--- config.mk ---
export PLATFORM = sky130hd
export DESIGN_NAME = ard_seq_sender
export DESIGN_NICKNAME = d
export VERILOG_FILES = /design/src/rtl/ard_link_pkg.sv /design/src/rtl/ard_phase_timer.sv /design/src/rtl/ard_seq_sender.sv
export SDC_FILE = /design/constraint.sdc
export NUM_CORES = 1
export LEC_CHECK = 0
export ABC_AREA = 0
export BUFFER_PORTS_ARGS = -buffer_cell sky130_fd_sc_hd__buf_2
export CORE_MARGIN = 1
export CORE_UTILIZATION = 59
export CTS_CLUSTER_SIZE = 24
export DETAILED_ROUTE_END_ITERATION = 8
export PLACE_DENSITY = 0.87
export SYNTH_ARGS = -nofsm -noshare
export SYNTH_HDL_FRONTEND = slang
export SYNTH_SLANG_ARGS = --single-unit
--- constraint.sdc ---
create_clock -name hwclk -period 6.74 [get_ports hwclk]
set_input_delay 1.011 -clock hwclk [delete_from_list [all_inputs] [get_ports hwclk]]
set_output_delay 1.011 -clock hwclk [all_outputs]
set_load 0.01 [all_outputs]
--- src/rtl/ard_link_pkg.sv ---
// Shared definitions for the multi-digit Arduino sender.
//   state_t      : transfer phases (idle, strobe hold, inter-digit gap, done pulse)
//   *_DEF        : default code width and largest legal code
//   code_legal() : true when a code may be sent as-is
//   max_int()    : elaboration-time helper for sizing counters
package ard_link_pkg;

    typedef enum logic [1:0] {
        ST_IDLE = 2'd0,
        ST_HOLD = 2'd1,
        ST_GAP  = 2'd2,
        ST_DONE = 2'd3
    } state_t;

    localparam int DATA_W_DEF   = 3;
    localparam int MAX_CODE_DEF = 6;

    function automatic logic code_legal(input int unsigned code, input int unsigned max_code);
        return code <= max_code;
    endfunction

    function automatic int max_int(input int a, input int b);
        return (a > b) ? a : b;
    endfunction

endpackage

--- src/rtl/ard_phase_timer.sv ---
// Loadable down-counter shared by every timed phase of the sender.
//   hwclk, rst : clock, synchronous active-high reset
//   load       : reload cnt with load_val (takes priority over counting)
//   load_val   : reload value
//   cnt        : current count, saturates at zero
//   zero       : cnt == 0
module ard_phase_timer #(
    parameter int W = 4
) (
    input  logic         hwclk,
    input  logic         rst,
    input  logic         load,
    input  logic [W-1:0] load_val,
    output logic [W-1:0] cnt,
    output logic         zero
);

    always_ff @(posedge hwclk) begin
        if (rst)
            cnt <= '0;
        else if (load)
            cnt <= load_val;
        else if (cnt != '0)
            cnt <= cnt - W'(1);
    end

    assign zero = (cnt == '0);

endmodule

--- src/rtl/ard_seq_sender.sv ---
// Multi-digit parallel sender towards the Arduino pins.
// A start in idle captures up to DEPTH codes and sends them one by one:
// each code is held with strobe high, then the bus idles for a gap.
//   hwclk, rst   : clock, synchronous active-high reset
//   start        : begin a transfer (ignored while busy)
//   count, codes : digit count and packed codes, sampled with start
//   ack          : Arduino acknowledge (ACK_MODE=1 only)
//   data_out     : current code (0 outside the strobe window)
//   strobe       : data_out valid
//   busy         : transfer in progress (hold, gap, done)
//   done         : one-cycle completion pulse
//   err_code     : sticky, some code exceeded MAX_CODE and was sent as 0
//   err_timeout  : sticky, transfer aborted waiting for ack
module ard_seq_sender
    import ard_link_pkg::*;
#(
    parameter int DATA_W         = DATA_W_DEF,
    parameter int DEPTH          = 8,
    parameter int MAX_CODE       = MAX_CODE_DEF,
    parameter int HOLD_CYCLES    = 1200000,
    parameter int GAP_CYCLES     = 120000,
    parameter int ACK_MODE       = 0,
    parameter int TIMEOUT_CYCLES = 2400000
) (
    input  logic                         hwclk,
    input  logic                         rst,
    input  logic                         start,
    input  logic [$clog2(DEPTH+1)-1:0]   count,
    input  logic [DEPTH*DATA_W-1:0]      codes,
    input  logic                         ack,
    output logic [DATA_W-1:0]            data_out,
    output logic                         strobe,
    output logic                         busy,
    output logic                         done,
    output logic                         err_code,
    output logic                         err_timeout
);

    localparam int CW   = $clog2(DEPTH+1);
    localparam int MAXV = max_int(max_int(HOLD_CYCLES, GAP_CYCLES), TIMEOUT_CYCLES);
    localparam int TW   = $clog2(MAXV+1);

    // In ack mode the hold phase is bounded only by the timeout.
    localparam int HOLD_LD  = (ACK_MODE != 0) ? TIMEOUT_CYCLES - 1 : HOLD_CYCLES - 1;
    // In ack mode the gap timer spans both the minimum gap and the timeout;
    // the elapsed cycle count j is recovered as GAP_SPAN - cnt.
    localparam int GAP_SPAN = (ACK_MODE != 0) ? max_int(TIMEOUT_CYCLES, GAP_CYCLES) : GAP_CYCLES;
    localparam int GAP_LD   = GAP_SPAN - 1;
    localparam int GAP_TH   = GAP_SPAN - GAP_CYCLES;                          // j >= GAP_CYCLES
    localparam int TO_TH    = (ACK_MODE != 0) ? GAP_SPAN - TIMEOUT_CYCLES : 0; // j >= TIMEOUT_CYCLES

    state_t                        state, state_d;
    logic [CW-1:0]                 idx, num, count_clamped;
    logic [DEPTH-1:0][DATA_W-1:0]  codes_q;
    logic [DATA_W-1:0]             entry_code;
    logic                          entry_legal;
    logic                          last_digit, timeout, gap_ok, to_ok;
    logic                          t_load, t_zero;
    logic [TW-1:0]                 t_val, t_cnt;

    ard_phase_timer #(.W(TW)) u_timer (
        .hwclk    (hwclk),
        .rst      (rst),
        .load     (t_load),
        .load_val (t_val),
        .cnt      (t_cnt),
        .zero     (t_zero)
    );

    assign gap_ok = (t_cnt <= TW'(GAP_TH));
    assign to_ok  = (t_cnt <= TW'(TO_TH));

    always_comb begin
        state_d       = state;
        timeout       = 1'b0;
        count_clamped = (count > CW'(DEPTH)) ? CW'(DEPTH) : count;
        last_digit    = ((idx + CW'(1)) >= num);
        case (state)
            ST_IDLE:
                if (start)
                    state_d = (count_clamped == '0) ? ST_DONE : ST_HOLD;
            ST_HOLD:
                if (ACK_MODE != 0) begin
                    // ack wins over a timeout landing on the same cycle
                    if (ack)
                        state_d = ST_GAP;
                    else if (t_zero) begin
                        state_d = ST_DONE;
                        timeout = 1'b1;
                    end
                end else if (t_zero)
                    state_d = ST_GAP;
            ST_GAP:
                if (gap_ok && (ACK_MODE == 0 || !ack))
                    state_d = last_digit ? ST_DONE : ST_HOLD;
                else if (ACK_MODE != 0 && to_ok && ack) begin
                    state_d = ST_DONE;
                    timeout = 1'b1;
                end
            ST_DONE:
                state_d = ST_IDLE;
            default:
                state_d = ST_IDLE;
        endcase
    end

    // Code presented on HOLD entry: digit 0 straight from the inputs on the
    // start edge, otherwise the next captured digit.
    always_comb begin
        entry_code = codes[DATA_W-1:0];
        if (state != ST_IDLE) begin
            entry_code = '0;
            for (int i = 0; i < DEPTH; i++)
                if (CW'(i) == idx + CW'(1))
                    entry_code = codes_q[i];
        end
        entry_legal = code_legal(32'(entry_code), MAX_CODE);
    end

    always_comb begin
        t_load = (state_d != state);
        case (state_d)
            ST_HOLD: t_val = TW'(HOLD_LD);
            ST_GAP:  t_val = TW'(GAP_LD);
            default: t_val = '0;
        endcase
    end

    always_ff @(posedge hwclk) begin
        if (rst) begin
            state       <= ST_IDLE;
            idx         <= '0;
            num         <= '0;
            codes_q     <= '0;
            data_out    <= '0;
            strobe      <= 1'b0;
            busy        <= 1'b0;
            done        <= 1'b0;
            err_code    <= 1'b0;
            err_timeout <= 1'b0;
        end else begin
            state  <= state_d;
            strobe <= (state_d == ST_HOLD);
            busy   <= (state_d != ST_IDLE);
            done   <= (state_d == ST_DONE);

            if (state == ST_IDLE && start) begin
                codes_q     <= codes;
                num         <= count_clamped;
                idx         <= '0;
                err_code    <= 1'b0;
                err_timeout <= 1'b0;
            end

            // Placed after the capture clear so an illegal digit 0 still flags.
            if (state_d == ST_HOLD && state != ST_HOLD) begin
                data_out <= entry_legal ? entry_code : '0;
                if (!entry_legal)
                    err_code <= 1'b1;
                if (state == ST_GAP)
                    idx <= idx + CW'(1);
            end else if (state_d != ST_HOLD) begin
                data_out <= '0;
            end

            if (timeout)
                err_timeout <= 1'b1;
        end
    end

endmodule

# --- Word level (Yosys, flattened, before mapping) ---
# Index checks and enable logic that the tools add are counted.
word_totals:
  ff_bits: 63
classes:
  muxes: 28
  n_reduce_logical: 11
  n_eq_ne: 16
  add_sub_neg: 2
  magnitude_cmp: 4
op_table:
  columns: ["operator", "count"]
  rows:
  - ["22-bit two-way mux", 2]
  - ["21-bit case mux with 2 select lines", 1]
  - ["3-bit two-way mux", 12]
  - ["22-bit by 1-bit <= comparator with 1-bit output, second input constant", 1]
  - ["22-bit zero test", 1]
  - ["22-bit nonzero test", 1]
  - ["22-bit by 1-bit subtractor with 22-bit output, second input constant", 1]
  - ["3-bit by 4-bit equality test with 1-bit output, first input constant", 4]
  - ["4-bit two-way mux", 4]
  - ["2-bit two-way mux", 5]
  - ["2-bit equality test, second input constant", 4]
  - ["2-bit by 4-bit equality test with 1-bit output, first input constant", 2]
  - ["4-bit zero test", 2]
  - ["2-bit case mux with 4 select lines", 1]
  - ["2-bit nonzero test", 4]
  - ["4-bit by 1-bit adder with 4-bit output, second input constant", 1]
  - ["1-bit by 4-bit equality test with 1-bit output, first input constant", 1]
  - ["2-bit by 1-bit equality test with 1-bit output, second input constant", 2]
  - ["4-bit greater-or-equal comparator", 1]
  - ["4-bit > comparator, second input constant", 1]
  - ["2-bit by 1-bit != test with 1-bit output, second input constant", 2]
  - ["3-bit <= comparator, second input constant", 1]
  - ["1-bit two-way mux", 3]
  - ["1-bit logical AND", 2]
  - ["other kinds (2)", 2]

# --- Longest topological paths before layout ---
depth:
  ltp_word: 14
  ltp_mapped: 13

# --- Hierarchy ---
# A second synthesis with hierarchy kept.
unflattened:
  hier_cells: 437
  area_unflattened_um2: 3437.0
modules_own_cells:
  columns: ["mod", "area_each_um2", "seq_area_each_um2", "instances", "cells_per_inst"]
  rows:
  - ["ard_seq_sender", 2224.6, 820.8, 1, 291]
  - ["ard_phase_timer", 1212.4, 440.4, 1, 146]

# --- Worst setup path after synthesis ---
# Ideal clock, no wire load.
synth_timing:
  path_kind: "register to register"
  startpoint: "reg idx[0]"
  endpoint: "reg idx[2]"
  path_slack_ps: 4183
  arrival_ps: 2425
  path_stages_with_launch: 14
  setup_ps: 132
  path_buffers: 0
  t_required_ps: 6608
  synth_period_minus_slack_ps: 2557
  path_cell_list: "dfxtp_1 > inv_1 > ha_1 > ha_1 > a21oi_1 > nor2b_1 > o21ai_0 > a311o_1 > ha_1 > nand2_1 > nor2_1 > nor2_1 > o21ai_0 > a21oi_1"
synth_via:
  elab_chain_len: 8
synth_rtl:
  columns: ["element", "line", "source"]
  rows:
  - ["start, declared", "ard_seq_sender.sv:53", "logic [CW-1:0] idx, num, count_clamped;"]
  - ["start signal, assigned", "ard_seq_sender.sv:161", "idx <= idx + CW'(1);"]
  - ["4-bit by 1-bit adder with 4-bit output (*)", "ard_seq_sender.sv:77, ard_seq_sender.sv:161", null]
  - ["4-bit greater-or-equal comparator", "ard_seq_sender.sv:77", "last_digit = ((idx + CW'(1)) >= num);"]
  - ["2-bit two-way mux", "ard_seq_sender.sv:95", "state_d = last_digit ? ST_DONE : ST_HOLD;"]
  - ["2-bit two-way mux", "ard_seq_sender.sv:94", "if (gap_ok && (ACK_MODE == 0 || !ack))"]
  - ["2-bit case mux with 4 select lines", "ard_seq_sender.sv:78", "case (state)"]
  - ["2-bit by 1-bit equality test with 1-bit output", "ard_seq_sender.sv:156", "if (state_d == ST_HOLD && state != ST_HOLD) begin"]
  - ["1-bit logical AND", "ard_seq_sender.sv:156", null]
  - ["4-bit two-way mux (*)", "ard_seq_sender.sv:156", null]
# Every way passes the cells marked *; elsewhere a longest branch is shown, timed or not.
# A chain may end at the register's enable or synchronous reset.

# --- Worst setup path in the final report ---
# Same ends and word-level chain as after synthesis.

==> metrics.csv <==
stage,metric,value,unit
finish,share of post-route cells with drive strength above 1,15.3,%
cts,post-cts resize count,0,
placed_design,IO Port Bufs,37,
timing,Clock Skew,9.62,ps
timing,setup TNS,0,ps
hold_path,Worst Hold Class,flop to flop,
timing,worst setup margin,3570,ps
floorplan,Core Footprint,5170,sq um
drt,1st-iter DRT viols,208,
finish,# diodes,0,
flow_run,max cap viols,0,
floorplan,die area,5760,sq um
finish,# fillers,399,
setup_path,Worst setup startpoint,idx[0],
timing,Slew Limit Fails,0,
synthesis,synthesized area,3220,sq um
setup_path,Crit. End Element,flop,
cts,CTS tree,built,
drt,DR vias/cell,5.79,
cts,Setup Buffers After CTS,0,
drt,DRC Markers,0,
finish,most frequent cells in the layout,"69 x nand2_1, 63 x dfxtp_1, 57 x a21oi_1",
cts,"Clk Latency, worst-skew pair",350,ps
timing,Final min period,3170,ps
setup_path,critical path arrival,3350,ps
drt,"wirelength, routed",7.17,mm
pwr,Final Power,1130,uW
timing,Fmax,316,MHz
timing,final hold viol count,0,
drt,average routed wire per standard cell,14.3,microns
timing,Rel. slew slack,28.8,%
setup_path,worst-path fanout max,9,
finish,"most common cell after layout, fill and taps aside",nand2_1,
floorplan,Initial Utilization,62.2,%
drt,First-pass DRT Iterations,5,
synthesis,Syn Area/Cell,8.13,sq um
setup_path,CP required,6920,ps
finish,fin util,70.6,%
global_routing,Tot GR Track Use,27.8,%
outcome,outcome,"finished, final reports clean",
placed_design,DPL Wire Length,4.83,mm
pwr,Pwr per Cell Area,311,nW/um^2
cts,CTS sink count,63,
global_routing,global route overflow,0,
synthesis,Cells after Synth,396,
setup_path,crit path kind,flop to flop,
floorplan,row count,26,
timing,RSZ-0062 raised after global routing,no,
floorplan,I/O pin count,40,
placed_design,RD Place Congestion,0.844,
pwr,LEAKAGE,0.00142,uW
floorplan,Die H,75.9,microns
synthesis,Yosys reg bits,63,
placed_design,placed cell count,486,
synthesis,Synth cell types,49,
synthesis,syn nets,443,
setup_path,r2r startpoint,idx[0],
setup_path,Setup crit start kind,flop,
placed_design,pre-CTS WS,3640,ps
global_routing,vias in the first global route,2604,
cts,Root Driver,clkbuf_8,
synthesis,yosys synthesis warning count,0,
drt,Post-DRT Antenna Nets,0,
timing,final period utilization,47.0,%
synthesis,top_reg_cell synth,dfxtp_1,
global_routing,first-pass GRT wire length,11.8,mm
synthesis,"Seq/Total Area, Yosys",39.2,%
synthesis,ys async rst share,0,%
global_routing,initial antenna violation count,0,
finish,Layout Nets,474,
finish,post-route insts no fill,501,
pwr,Max VDD drop,0.160,mV
drt,DR vias,2902,
cts,clock-pin slew on the worst setup and hold paths,70,ps
cts,clock buffer depth,2,
floorplan,Die X,75.9,microns
timing,Slew @ Worst Pin,1070,ps
finish,Synth-to-Final Area Change,13.4,%
global_routing,largest net degree at the start of global routing,46,
cts,CTS Hold Bufs,0,
hold_path,Worst Hold Launch,num[2],
cts,H-tree depth,3,
timing,final setup violation count,0,
synthesis,number of enable flip-flop cells after synthesis,0,
cts,clock buffer count from CTS,9,
-- stage by stage --
stage               hold slack, ps  area, sq um
floorplan                      431         3220
global placement               442         3420
detailed placement             446         3420
CTS                            455         3650
global route                   485         3650
finish                         455         3650
-- final cells by class --
cell class	count	area, sq um	share of cell area [%]
inverters	18	67.6	1.85
multi-input cells	297	1810	49.5
repair buffers	38	193	5.28
flip-flops and latches	63	1260	34.5
clock buffers	9	124	3.39
clock inverters	6	110	3.02
well taps	70	87.6	2.40
-- report_power, final --
group	internal, uW	total, uW	switching (uW)	leakage (uW)
sequential	420	471	50.5	0.000517
combinational	111	269	159	0.000796
clock	243	394	151	0.000111
total	774	1130	360	0.00142
-- layer usage --
layer	vias to the layer above	global-route usage [%]	wire length, microns
met1	1362	35.4	3280
li1	1441	-	-
met5	-	0	0
met3	14	5.69	318
met2	85	44.5	3430
met4	0	13.8	138
-- worst max-delay path, stage by stage (launching register included) --
cell and delay [ps]:
dfxtp_1 500, inv_1 120, ha_1 350, ha_1 280, a21oi_1 130, nor2b_1 70, o21ai_0 190, a311o_1 320
ha_1 210, nand2_1 80, nor2_1 290, nor2_1 140, o21ai_0 230, a21oi_1 100
-- final timing paths --
path,endpoint,slack (ps),depth (start not counted)
max,idx[2],3570,13
min,num[2],450,2
max reg2reg,idx[2],3570,13
min reg2reg,num[2],450,2
-- sequential cells by signal, summed over array words and instances (netlist names) --
name         cells
data_out         3
err_code         1
codes_q         24
strobe           1
state            2
idx              4
u_timer.cnt     22
done             1
num              4
busy             1
-- cell usage after synthesis, drive strengths merged (2+ instances only) --
master,count,area (sq um)
xnor2,17,149
nand2,69,259
inv,18,67.6
a221oi,5,43.8
or4,4,33.8
nor2,25,93.8
o211ai,3,22.5
clkbuf,13,48.8
o21ai,11,62.6
a31o,2,17.5
buf,5,33.8
a221o,2,20.0
nor3,17,90.1
nor2b,4,25.0
mux2i,3,30.0
nand2b,5,31.3
o31ai,6,50.1
nor4,9,92.6
nand3b,7,52.6
a21boi,5,37.5
xor2,3,26.3
or3,5,31.3
nand3,4,25.0
and2,4,25.0
dfxtp,63,1260
ha,15,188
a22oi,2,15.0
nor3b,3,22.5
a21oi,57,285
-- cells by family (layout without fill, tap and decap cells) --
logic type	count (synthesis)	count (layout)	synth area share, %
adder cells (fa/ha/maj)	15	15	5.83
AND/OR/NAND/NOR	160	160	25.3
other	1	1	0.116
flip-flops	63	63	39.2
multiplexers	3	3	0.933
AO/OA/AOI/OAI	98	98	18.5
XOR/XNOR	20	20	5.44
buffers and inverters	36	71	4.66
No activity file was read; power rests on OpenSTA's default activity.
